--- src/rtl/alu_seq_if.sv ---
// Bundle of request, ALU-side and response signals for alu_sequencer.
// Both handshakes use valid/ready: a transfer happens on a rising edge where
// valid and ready are both 1. A producer holds its payload while valid=1 and
// ready=0.
interface alu_seq_if #(parameter int W = 64);
  logic         req_valid;
  logic         req_ready;
  logic [10:0]  req_opcode;
  logic [W-1:0] req_a;
  logic [W-1:0] req_b;
  logic [W-1:0] alu_num1;
  logic [W-1:0] alu_num2;
  logic [3:0]   alu_op;
  logic [W-1:0] alu_out;
  logic         alu_z;
  logic         rsp_valid;
  logic         rsp_ready;
  logic [W-1:0] rsp_result;
  logic         rsp_zero;
  logic         rsp_err;
  logic [15:0]  ops_done;

  // Sequencer side.
  modport slave (
    input  req_valid, req_opcode, req_a, req_b, alu_out, alu_z, rsp_ready,
    output req_ready, alu_num1, alu_num2, alu_op,
           rsp_valid, rsp_result, rsp_zero, rsp_err, ops_done
  );

  // Requester / ALU / consumer side.
  modport master (
    output req_valid, req_opcode, req_a, req_b, alu_out, alu_z, rsp_ready,
    input  req_ready, alu_num1, alu_num2, alu_op,
           rsp_valid, rsp_result, rsp_zero, rsp_err, ops_done
  );
endinterface

--- src/rtl/alu_sequencer.sv ---
// Single-transaction sequencer: decodes a LEGv8 opcode, presents registered
// operands to an external combinational ALU, waits one cycle for it to settle,
// captures the result and holds it until the consumer takes it.
// o_dbg_state encoding: 0 IDLE, 1 ISSUE, 2 CAPTURE, 3 RESP.
module alu_sequencer #(
  parameter int W = 64
) (
  input  logic       clk,
  input  logic       rst,
  alu_seq_if.slave   bus,
  output logic [1:0] o_dbg_state
);

  typedef enum logic [1:0] {
    S_IDLE    = 2'd0,
    S_ISSUE   = 2'd1,
    S_CAPTURE = 2'd2,
    S_RESP    = 2'd3
  } state_t;

  state_t       r_state;
  state_t       w_next;
  logic         w_accept;
  logic         w_rsp_done;
  logic         w_op_valid;
  logic [3:0]   w_op_code;
  logic [W-1:0] r_num1;
  logic [W-1:0] r_num2;
  logic [3:0]   r_op;
  logic [W-1:0] r_result;
  logic         r_zero;
  logic         r_err;
  logic [15:0]  r_ops_done;

  // Handshake qualifiers; reset masks both ready and valid.
  assign bus.req_ready = (r_state == S_IDLE) & ~rst;
  assign bus.rsp_valid = (r_state == S_RESP) & ~rst;
  assign w_accept      = bus.req_valid & bus.req_ready;
  assign w_rsp_done    = bus.rsp_valid & bus.rsp_ready;

  // Opcode decode to ALU control; unknown opcodes map to 0000 and flag invalid.
  always_comb begin
    w_op_valid = 1'b1;
    w_op_code  = 4'b0000;
    casez (bus.req_opcode)
      11'b10001011000: w_op_code = 4'b0010; // ADD
      11'b11001011000: w_op_code = 4'b0110; // SUB
      11'b10001010000: w_op_code = 4'b0000; // AND
      11'b10101010000: w_op_code = 4'b0001; // ORR
      11'b11111000010: w_op_code = 4'b0010; // LDUR address add
      11'b11111000000: w_op_code = 4'b0010; // STUR address add
      11'b10110100???: w_op_code = 4'b0111; // CBZ pass-through
      default:         w_op_valid = 1'b0;
    endcase
  end

  // Next-state logic.
  always_comb begin
    w_next = r_state;
    case (r_state)
      S_IDLE:    if (w_accept) w_next = w_op_valid ? S_ISSUE : S_RESP;
      S_ISSUE:   w_next = S_CAPTURE;
      S_CAPTURE: w_next = S_RESP;
      S_RESP:    if (w_rsp_done) w_next = S_IDLE;
      default:   w_next = S_IDLE;
    endcase
  end

  // State register.
  always_ff @(posedge clk) begin
    if (rst) r_state <= S_IDLE;
    else     r_state <= w_next;
  end

  // ALU operand/op registers: loaded on accept, held until the next accept.
  always_ff @(posedge clk) begin
    if (rst) begin
      r_num1 <= '0;
      r_num2 <= '0;
      r_op   <= 4'b0000;
    end else if (w_accept) begin
      r_num1 <= bus.req_a;
      r_num2 <= bus.req_b;
      r_op   <= w_op_code;
    end
  end

  // Response registers: error result on invalid accept, ALU result in CAPTURE.
  always_ff @(posedge clk) begin
    if (rst) begin
      r_result <= '0;
      r_zero   <= 1'b0;
      r_err    <= 1'b0;
    end else if (w_accept && !w_op_valid) begin
      r_result <= '0;
      r_zero   <= 1'b0;
      r_err    <= 1'b1;
    end else if (r_state == S_CAPTURE) begin
      r_result <= bus.alu_out;
      r_zero   <= bus.alu_z;
      r_err    <= 1'b0;
    end
  end

  // Completed-response counter, wraps naturally at 16 bits.
  always_ff @(posedge clk) begin
    if (rst)             r_ops_done <= '0;
    else if (w_rsp_done) r_ops_done <= r_ops_done + 16'd1;
  end

  assign bus.alu_num1   = r_num1;
  assign bus.alu_num2   = r_num2;
  assign bus.alu_op     = r_op;
  assign bus.rsp_result = r_result;
  assign bus.rsp_zero   = r_zero;
  assign bus.rsp_err    = r_err;
  assign bus.ops_done   = r_ops_done;
  assign o_dbg_state    = r_state;

endmodule
--- src/flat_wrapper.sv ---
// flat-port wrapper written by rule: the top's interface ports become plain ports
module alu_sequencer_flat 
#(
  parameter int W = 64
)
  (clk, rst, o_dbg_state, bus_req_valid, bus_req_opcode, bus_req_a, bus_req_b, bus_alu_out, bus_alu_z, bus_rsp_ready, bus_req_ready, bus_alu_num1, bus_alu_num2, bus_alu_op, bus_rsp_valid, bus_rsp_result, bus_rsp_zero, bus_rsp_err, bus_ops_done);
  alu_seq_if #(.W(W)) bus_i ();
  input  logic clk;
  input  logic rst;
  output logic [1:0] o_dbg_state;
  input wire logic [$bits(bus_i.req_valid)-1:0] bus_req_valid;
  input wire logic [$bits(bus_i.req_opcode)-1:0] bus_req_opcode;
  input wire logic [$bits(bus_i.req_a)-1:0] bus_req_a;
  input wire logic [$bits(bus_i.req_b)-1:0] bus_req_b;
  input wire logic [$bits(bus_i.alu_out)-1:0] bus_alu_out;
  input wire logic [$bits(bus_i.alu_z)-1:0] bus_alu_z;
  input wire logic [$bits(bus_i.rsp_ready)-1:0] bus_rsp_ready;
  output wire logic [$bits(bus_i.req_ready)-1:0] bus_req_ready;
  output wire logic [$bits(bus_i.alu_num1)-1:0] bus_alu_num1;
  output wire logic [$bits(bus_i.alu_num2)-1:0] bus_alu_num2;
  output wire logic [$bits(bus_i.alu_op)-1:0] bus_alu_op;
  output wire logic [$bits(bus_i.rsp_valid)-1:0] bus_rsp_valid;
  output wire logic [$bits(bus_i.rsp_result)-1:0] bus_rsp_result;
  output wire logic [$bits(bus_i.rsp_zero)-1:0] bus_rsp_zero;
  output wire logic [$bits(bus_i.rsp_err)-1:0] bus_rsp_err;
  output wire logic [$bits(bus_i.ops_done)-1:0] bus_ops_done;
  assign bus_i.req_valid = bus_req_valid;
  assign bus_i.req_opcode = bus_req_opcode;
  assign bus_i.req_a = bus_req_a;
  assign bus_i.req_b = bus_req_b;
  assign bus_i.alu_out = bus_alu_out;
  assign bus_i.alu_z = bus_alu_z;
  assign bus_i.rsp_ready = bus_rsp_ready;
  assign bus_req_ready = bus_i.req_ready;
  assign bus_alu_num1 = bus_i.alu_num1;
  assign bus_alu_num2 = bus_i.alu_num2;
  assign bus_alu_op = bus_i.alu_op;
  assign bus_rsp_valid = bus_i.rsp_valid;
  assign bus_rsp_result = bus_i.rsp_result;
  assign bus_rsp_zero = bus_i.rsp_zero;
  assign bus_rsp_err = bus_i.rsp_err;
  assign bus_ops_done = bus_i.ops_done;
  alu_sequencer #(.W(W)) u_core (.clk(clk), .rst(rst), .bus(bus_i), .o_dbg_state(o_dbg_state));
endmodule
--- config.mk ---
export PLATFORM = sky130hd
export DESIGN_NAME = alu_sequencer_flat
export DESIGN_NICKNAME = d
export VERILOG_FILES = /design/src/rtl/alu_seq_if.sv /design/src/rtl/alu_sequencer.sv /design/src/flat_wrapper.sv
export SDC_FILE = /design/constraint.sdc
export NUM_CORES = 1
export LEC_CHECK = 0
export ABC_AREA = 1
export ABC_CLOCK_PERIOD_IN_PS = 3600
export CAP_MARGIN = 20
export CORE_AREA = 2 2 166 168
export DETAILED_ROUTE_END_ITERATION = 6
export DIE_AREA = 0 0 168 170
export PLACE_DENSITY = 0.66
export SLEW_MARGIN = 20
export SYNTH_ARGS = -nofsm -noshare
export SYNTH_HDL_FRONTEND = slang
export SYNTH_SLANG_ARGS = --single-unit
--- constraint.sdc ---
create_clock -name clk -period 3.6 [get_ports clk]
set_input_delay 0.72 -clock clk [delete_from_list [all_inputs] [get_ports clk]]
set_output_delay 0.72 -clock clk [all_outputs]
set_load 0.005 [all_outputs]
==> impl_metrics.yaml, run 1 <==
clock_tree:
  hold_buffers: 0
  cts_tree: "built"
  cts_repair_resize_count: 0
  cts_setup_buffers: 0
  numCtsBuffers: 25
  max-clock-path-buffers: 3
  insertion_delay_ns: 0.51
  htree_levels: 1
  clock_sinks: 215
  clk_pin_slew_ns: 0.06
  cts_root_buf: "clkbuf_16"
sta:
  finalHoldViolCount: 0
  slew_violations: 0
  clock_skew_ns: 0.01586
  timing.fmax_ghz: 0.3473
  fin_crit_ns: 2.879
  tightest_slew_ns: 0.7257
  grt_setup_unrepaired: "no"
  maxSlewHeadroom_pct: 51.62
  finalSetupTns_ns: 0
  period_share_pct: 79.98
  finalSetupViolCount: 0
synthesis:
  synthAdderAreaFrac_pct: 0.7431
  ys_seq_elements: 215
  synth_area_leaders: "dfxtp_1, nand2_1, nand3_1"
  syn_nets: 1183
  yosysTopAreaCellShare_pct: 51.12
  synth_area_leader_cell: "dfxtp_1"
  ys_seq_area_share_pct: 51.12
  synthSimpleGateAreaFrac_pct: 32.26
  postSynthAreaPerCell_um2: 8.680
  synth-main-ff-cell: "dfxtp_1"
  synth.area.mux_share_pct: 7.728
  syn-instance-count: 970
  synth_edf_count: 0
  ys.warnings.count: 0
  yosysUniqueCellTypes: 32
  syn-cell-area_um2: 8419
  synth_compound_gate_area_share_pct: 1.932
  synthArstFlopShare_pct: 0
  synth_top_family_by_area: "simple AND/OR/NAND/NOR gates"
  synth_xor_area_share_pct: 0.2081
global_routing:
  grt_pass1_vias: 7721
  grt_first_pass_wirelength_um: 41320
  overflow: 0
  antenna_found_initial: 1
  grt_max_degree: 135
  gr-usage-all-layers_pct: 17.83
floorplan:
  die_w_um: 168
  fp-row-count: 60
  die_h_um: 170
  pin_count: 426
  dieArea_um2: 28560
  initial_core_util_pct: 31.59
  core-area_um2: 26650
min_path:
  worstHoldPathType: "reg2reg"
power:
  power.total_w: 0.008013
  vdd_ir_drop_max_uv: 411.9
  power.density_nw_per_um2: 586.0
  p_leak_nw: 5.514
final_layout:
  postLayoutCellArea_um2: 13670
  area_delta_synth_final_pct: 62.42
  layout-drive-gt1-share_pct: 8.165
  fillers: 2451
  finalNetCount: 1581
  fin_util_pct: 51.31
  n_antenna_cell: 0
routing:
  wl_per_cell_um: 15.27
  drc: 0
  drt_wl_total_um: 26340
  first_pass_iters: 5
  viasPerCell: 4.502
  vias: 7766
  ant_nets: 0
  drt_iter0_drc: 261
critical_path:
  worstPathArrival_ns: 2.16
  path_cells: "clkdlybuf4s50_1, buf_4, nor2_1, clkdlybuf4s50_1"
  critical-path-top-delay-family: "buffers and inverters"
  crit_top_cell: "clkdlybuf4s50_1"
  cp_max_fo: 7
  cp-start-kind: "input pin"
  worstSetupEndpointType: "output port"
  critPathSlowestCell: "clkdlybuf4s50_1"
  crit_type: "in2out"
  crit_required_ns: 2.88
  critPathMaxStageDelay_ns: 0.55
  worst-path-buf-inv: 3
placement:
  placed_cell_area_um2: 12890
  place.gp.congestion: 0.8272
  post-dp-hpwl_um: 18550
  portBuffers: 424
run_status:
  status: "completed"
flow_run:
  drv_cap: 0
[cell type report]
type | instances | area (um^2) | share of cell area (%)
Clock inverter | 3 | 21.27 | 0.1555
Timing Repair Buffer | 432 | 4379 | 32.02
Clock buffer | 40 | 762.0 | 5.572
Inverter | 35 | 136.4 | 0.9973
Sequential cell | 215 | 4304 | 31.48
Multi-Input combinational cell | 659 | 3645 | 26.65
Tap cell | 341 | 426.7 | 3.120
[state kept, by name (all words and copies together), names as in the netlist]
name and count:
u_core.bus.alu_num1 64, u_core.bus.alu_num2 64, u_core.bus.rsp_result 64, u_core.bus.ops_done 16, u_core.bus.alu_op 3, u_core.o_dbg_state 2
u_core.bus.rsp_err 1, u_core.bus.rsp_zero 1
[layout by cell type (no fill, tap or decap), drive strengths merged, types with 2 or more instances in the layout]
cell type	instances
clkdlybuf4s50	424
nand2	305
dfxtp	215
nand3	141
nor2	96
mux2i	65
clkbuf	40
inv	36
a21oi	18
o21ai	10
buf	8
nor3	6
ha	5
nand4	4
xor2	2
clkinv	2
[kinds of logic after synthesis]
kind of cell | Yosys count
other | 1
AOI/OAI and AO/OA | 31
DFF | 215
xor gates and xnor gates | 2
adders and majority gates | 5
and+or+nand+nor | 555
buffers and inverters | 96
muxes | 65
[tightest hold or removal path, stage by stage (launching register included)]
cell,delay [ns]
dfxtp_1,0.31
nand3_1,0.07
nand2_1,0.04
[stage by stage]
stage | std cells | hold slack (ns) | setup slack [ns]
finish | 1725 | 0.4604 | 0.7209
global route | 1725 | 0.4793 | 0.6690
CTS | 1725 | 0.4636 | 0.7117
detailed placement | 1682 | 0.4558 | 0.7217
global placement | 1682 | 0.4512 | 0.7455
floorplan | 970 | 0.4594 | 1.816
[cells in the mapped netlist, types with 2 or more instances]
cell type / number
o21ai_0: 7
o21ai_1: 3
nor2_1: 39
nand2_1: 301
buf_12: 6
xor2_1: 2
nor3_1: 4
buf_4: 3
clkbuf_1: 25
nor2_2: 6
a21oi_1: 18
nand3_1: 140
inv_1: 31
mux2i_1: 65
nor2_4: 51
buf_2: 26
ha_1: 5
inv_2: 4
nand4_1: 4
dfxtp_1: 215
nand2_2: 4
[power breakdown]
| group | leakage (nW) | internal [W] | switching (W) |
|---|---|---|---|
| clock | 0.388 | 0.00144 | 0.000965 |
| sequential | 1.76 | 0.00283 | 0.000241 |
| combinational | 3.37 | 0.00142 | 0.00111 |
| total | 5.51 | 0.00569 | 0.00232 |
[metal layers]
metal / up-vias / global-route usage [%] / share of wire, %
li1: 3909 / - / -
met2: 331 / 30.49 / 47
met3: 57 / 6.953 / 11
met5: - / 0 / 0.049
met1: 3467 / 20.22 / 40
met4: 2 / 6.503 / 3.2
[worst paths after layout]
path | startpoint | slack [ns] | end | cells after the start
worst min register to register | u_core.bus.alu_num1[47] | 0.46 | u_core.bus.alu_num1[47] | 2
worst max register to register | u_core.o_dbg_state[0] | 1.55 | u_core.bus.rsp_result[24] | 10
worst min-delay path | u_core.bus.alu_num1[47] | 0.46 | u_core.bus.alu_num1[47] | 2
worst max-delay path | rst | 0.72 | bus_rsp_valid | 4
No activity file was read; power rests on OpenSTA's default activity.
==> inputs of run 2 (changes only) <==
Settings changed: ABC_CLOCK_PERIOD_IN_PS 3600 to 2300, PLACE_DENSITY 0.66 to 0.68.
Clock period 3.6 ns to 2.3 ns, I/O delays scaled along.
==> run 2 against run 1 <==
  * Setup slack worse by 0.60 ns
  * Wire length is 0.35% higher
  * Via count increased by 0.76%
  * Design area grew 1.8%
  * Non-clock buffer count is 15 higher
  * Clock power increased by 74%
  * Sequential cell count is the same
  * Power is 63% higher
  * Sequential share of layout area is 0.55 points lower
  * Register-to-register slack got worse by 1.0 ns
  * Core utilization is 0.94 points higher
==> impl_metrics.yaml, run 2 (same netlist as run 1, synthesis figures left out) <==
placement:
  dp_slack_ns: 0.1084
  post-dp-hpwl_um: 19370
  place.gp.congestion: 0.8328
  placed_cell_area_um2: 13040
  portBuffers: 424
critical_path:
  cp-start-kind: "register"
  path_cells: "ha_2, inv_1, nor2_1, clkdlybuf4s50_1"
  worstSetupEndpointType: "output port"
  r2r_start: "u_core.o_dbg_state[0]"
  ff2ff_path_depth: 10
  cp_max_fo: 5
  critPathSlowestCell: "clkdlybuf4s50_1"
  crit_type: "reg2out"
  r2r_end: "u_core.bus.alu_num1[59]"
  critPathMaxStageDelay_ns: 0.50
  worstPathArrival_ns: 1.72
  r2r_slack_ns: 0.53
  crit_required_ns: 1.84
global_routing:
  grt_first_pass_wirelength_um: 40970
  gr-usage-all-layers_pct: 17.75
  grt_max_degree: 128
  overflow: 0
  grt_pass1_vias: 7674
  antenna_found_initial: 0
routing:
  ant_nets: 0
  drc: 0
  viasPerCell: 4.495
  drt_iter0_drc: 280
  drt_wl_total_um: 26430
  vias: 7825
  first_pass_iters: 4
  wl_per_cell_um: 15.18
floorplan:
  fp-row-count: 60
  die_w_um: 168
  pin_count: 426
  initial_core_util_pct: 31.59
  dieArea_um2: 28560
  core-area_um2: 26650
  die_h_um: 170
sta:
  finalSetupTns_ns: 0
  worst_slack_ns: 0.1172
  grt_setup_unrepaired: "no"
  slew_violations: 0
  tightest_slew_ns: 0.6165
  clock_skew_ns: 0.008889
  fin_crit_ns: 2.183
  timing.fmax_ghz: 0.4581
  finalHoldViolCount: 0
  maxSlewHeadroom_pct: 58.90
  period_share_pct: 94.90
  finalSetupViolCount: 0
final_layout:
  fillers: 2415
  final_common_cell: "clkdlybuf4s50_1"
  seqCellArea_um2: 4307
  n_antenna_cell: 0
  multi_input_area_um2: 3647
  area_delta_synth_final_pct: 65.40
  postLayoutCellArea_um2: 13930
  layout-drive-gt1-share_pct: 9.929
  most-common-layout-cells: "clkdlybuf4s50_1, nand2_1, dfxtp_1"
  finalNetCount: 1596
power:
  vdd_ir_drop_max_uv: 568.3
  power.density_nw_per_um2: 937.0
  p_leak_nw: 5.644
clock_tree:
  max-clock-path-buffers: 3
  htree_levels: 1
  clk_pin_slew_ns: 0.06
  cts_tree: "built"
  clock_sinks: 215
  insertion_delay_ns: 0.51
  cts_root_buf: "clkbuf_16"
  cts_setup_buffers: 0
  numCtsBuffers: 25
flow_run:
  drv_cap: 0
min_path:
  worstHoldPathType: "reg2reg"
  min_to: "u_core.bus.alu_num2[8]"
  whs_path_depth: 2
  min-delay-start: "u_core.bus.alu_num2[8]"
run_status:
  status: "completed"
-- run 2: per-stage QoR --
step,total power (W),util [%],hold slack (ns),instances
3_3_place_gp,0.008929,48.93,0.4507,1697
3_5_place_dp,0.008977,48.93,0.4563,1697
2_1_floorplan,0.006712,-,0.4594,970
5_1_grt,0.01376,52.25,0.4756,1741
6_report,0.01305,52.25,0.4604,1741
4_1_cts,0.01324,52.24,0.4621,1741
-- run 2: worst max-delay path by stage --
stage                                from                   endpoint  cells after the start
CTS                 u_core.o_dbg_state[0]              bus_rsp_valid                      4
floorplan           u_core.o_dbg_state[0]  u_core.bus.rsp_result[14]                      6
global route        u_core.o_dbg_state[1]              bus_rsp_valid                      4
global placement                      rst              bus_req_ready                      3
detailed placement                    rst    u_core.bus.alu_num1[59]                      8
finish              u_core.o_dbg_state[1]              bus_rsp_valid                      4
-- run 2: cell type report --
cell class / instances / share of cell area [%]
Tap cell: 341 / 3.064
Inverter: 35 / 0.9793
Multi-Input combinational cell: 659 / 26.19
Timing Repair Buffer: 447 / 32.52
Clock inverter: 12 / 1.213
Clock buffer: 32 / 5.112
Sequential cell: 215 / 30.93
-- run 2: per-layer routing --
layer,up-vias,GRT usage [%],routed length (um)
met3,50,6.302,2487
met4,0,5.482,698
met2,316,31.96,12820
met1,3514,19.59,10420
li1,3945,-,-
met5,-,0,0
-- run 2: worst max-delay path, delay by kind of cell, from the launching register on --
family,cells,cell delay [ns]
AND/OR/NAND/NOR,1,0.07
adder cells (fa/ha/maj),1,0.22
buffers and inverters,2,0.55
flip-flops,1,0.38
-- run 2: power by group --
| group | internal (W) | switching (W) |
|---|---|---|
| registers | 0.00444 | 0.000382 |
| clock network | 0.00262 | 0.00156 |
| logic | 0.00229 | 0.00175 |
-- run 2: repair_timing --
| item | in CTS | in global routing |
|---|---|---|
| setup endpoints to repair | 2 | 1 |
| hold buffers | 0 | 0 |
| hold endpoints to repair | 0 | 0 |
| gates resized for setup | 3 | 2 |
| pin swaps | 0 | 0 |
==> inputs of run 3 (changes only) <==
Settings changed: CORE_AREA 2 2 166 168 to unset, CORE_MARGIN set to 8, CORE_UTILIZATION set to 36, DIE_AREA 0 0 168 170 to unset, PLACE_DENSITY 0.68 to 0.76.
==> run 3 against run 2 <==
  * Sequential power barely moved
  * Clock power fell by 4%
  * Sequential cell count unchanged
  * Largest cell class unchanged
  * Hold slack hardly changed
  * Setup slack got worse by 0.030 ns
  * Clock skew shrank 0.0018 ns
  * Core utilization increased by 7.7 points
  * Critical path depth unchanged
  * First-iteration DRC count is 33% higher
  * Global-route usage up 1.8 points
  * Wire length increased by 11%
  * Sequential share of layout area is essentially flat
==> impl_metrics.yaml, run 3 (same netlist as run 1, synthesis figures left out) <==
routing:
  drt_wl_total_um: 29450
  vias: 7938
  ant_nets: 0
  viasPerCell: 4.615
  first_pass_iters: 5
  wl_per_cell_um: 17.12
  drc: 0
  drt_iter0_drc: 373
sta:
  finalSetupViolCount: 0
  grt_setup_unrepaired: "no"
  holdWs_ns: 0.4607
  finalHoldViolCount: 0
  finalSetupTns_ns: 0
  clock_skew_ns: 0.007115
  timing.fmax_ghz: 0.4519
  fin_crit_ns: 2.213
  period_share_pct: 96.21
  slew_violations: 0
min_path:
  worstHoldPathType: "reg2reg"
critical_path:
  worstSetupEndpointType: "output port"
  critPathMaxStageDelay_ns: 0.50
  crit_required_ns: 1.84
  r2r_slack_ns: 0.42
  cp-start-kind: "register"
  crit_type: "reg2out"
  path_cells: "ha_2, inv_1, nor2_1, clkdlybuf4s50_1"
  worstPathArrival_ns: 1.75
  cp_max_fo: 5
  critPathSlowestCell: "clkdlybuf4s50_1"
clock_tree:
  clock_sinks: 215
  htree_levels: 1
  cts_setup_buffers: 0
  insertion_delay_ns: 0.50
  cts_tree: "built"
  max-clock-path-buffers: 3
  cts_root_buf: "clkbuf_16"
  numCtsBuffers: 24
  hold_buffers: 0
  cts_repair_resize_count: 4
  clk_pin_slew_ns: 0.06
power:
  p_leak_nw: 5.649
  pwr-share-clk_pct: 31.0
  seq_power_share_pct: 37.1
  p_sw_w: 0.003729
  swShare_pct: 28.69
  vdd_ir_drop_max_uv: 719.7
  pwr-share-comb_pct: 31.9
  intPower_w: 0.009269
  power.density_nw_per_um2: 934.6
global_routing:
  grt_pass1_vias: 8007
  grt_max_degree: 105
  overflow: 0
  grt_first_pass_wirelength_um: 44660
  antenna_found_initial: 1
  gr-usage-all-layers_pct: 19.53
placement:
  post-dp-hpwl_um: 22410
  place.gp.congestion: 0.8590
  portBuffers: 424
flow_run:
  drv_cap: 0
floorplan:
  core-area_um2: 23190
  die_w_um: 168.9
  fp-row-count: 56
  die_h_um: 168.9
  initial_core_util_pct: 36.30
  pin_count: 426
  dieArea_um2: 28540
final_layout:
  most-common-layout-cells: "clkdlybuf4s50_1, nand2_1, dfxtp_1"
  layout-drive-gt1-share_pct: 9.643
  final_common_cell: "clkdlybuf4s50_1"
  finalNetCount: 1596
  area_delta_synth_final_pct: 65.19
run_status:
  status: "completed"
-- run 3: cell count changes in the layout (fill, tap and decap cells not counted), sizes merged --
cell and change:
buf +1, bufinv -1, clkbuf +4, clkinv -3, clkinvlp -2, diode +1, inv +1
-- run 3: final timing paths --
path | startpoint | to | cells past startpoint
hold reg to reg | u_core.bus.alu_num1[23] | u_core.bus.alu_num1[23] | 2
setup / recovery | u_core.o_dbg_state[1] | bus_rsp_valid | 4
hold / removal | u_core.bus.alu_num1[23] | u_core.bus.alu_num1[23] | 2
setup reg to reg | u_core.o_dbg_state[0] | u_core.bus.alu_num2[11] | 10
-- run 3: worst max-delay path, delay by kind of cell (launching register included) --
kind                     cells  cell delay, ns
adder cells (fa/ha/maj)      1            0.23
buffers and inverters        2            0.55
flip-flops                   1            0.38
AND/OR/NAND/NOR              1            0.07
-- run 3: metrics by stage --
stage          total power [W]  std cells  instance area [um^2]  setup slack [ns]  util [%]
6_report               0.01300       1720                 13910           0.08707     59.97
5_1_grt                0.01367       1720                 13910           0.02447     59.97
4_1_cts                0.01322       1719                 13900          0.009139     59.95
3_5_place_dp          0.009082       1676                 13060            0.1139     56.31
3_3_place_gp          0.009004       1676                 13060            0.1583     56.31
2_1_floorplan         0.006712        970                  8419            0.6880         -
-- run 3: layout make-up --
cell class / count / area (um^2)
Multi-Input combinational cell: 659 / 3647
Timing Repair Buffer: 448 / 4573
Tap cell: 319 / 399.1
Clock buffer: 36 / 726.9
Antenna cell: 1 / 2.502
Inverter: 35 / 136.4
Sequential cell: 215 / 4307
Clock inverter: 7 / 116.4
Fill cell: 1959 / 9284
-- run 3: metal layers --
metal | up-vias | global-route usage, % | wire [um]
li1 | 3933 | - | -
met4 | 0 | 5.939 | 716
met1 | 3611 | 20.25 | 10790
met2 | 348 | 34.75 | 14400
met3 | 46 | 8.875 | 3538
met5 | - | 0 | 0
-- run 3: power by group through the flow --
stage	clock (W)	sequential, W	combinational (W)
2_1_floorplan	0	0.00492	0.00179
3_3_place_gp	0	0.00486	0.00414
3_5_place_dp	0	0.00489	0.00419
4_1_cts	0.00417	0.00482	0.00422
5_1_grt	0.00429	0.00490	0.00447
6_report	0.00403	0.00482	0.00415
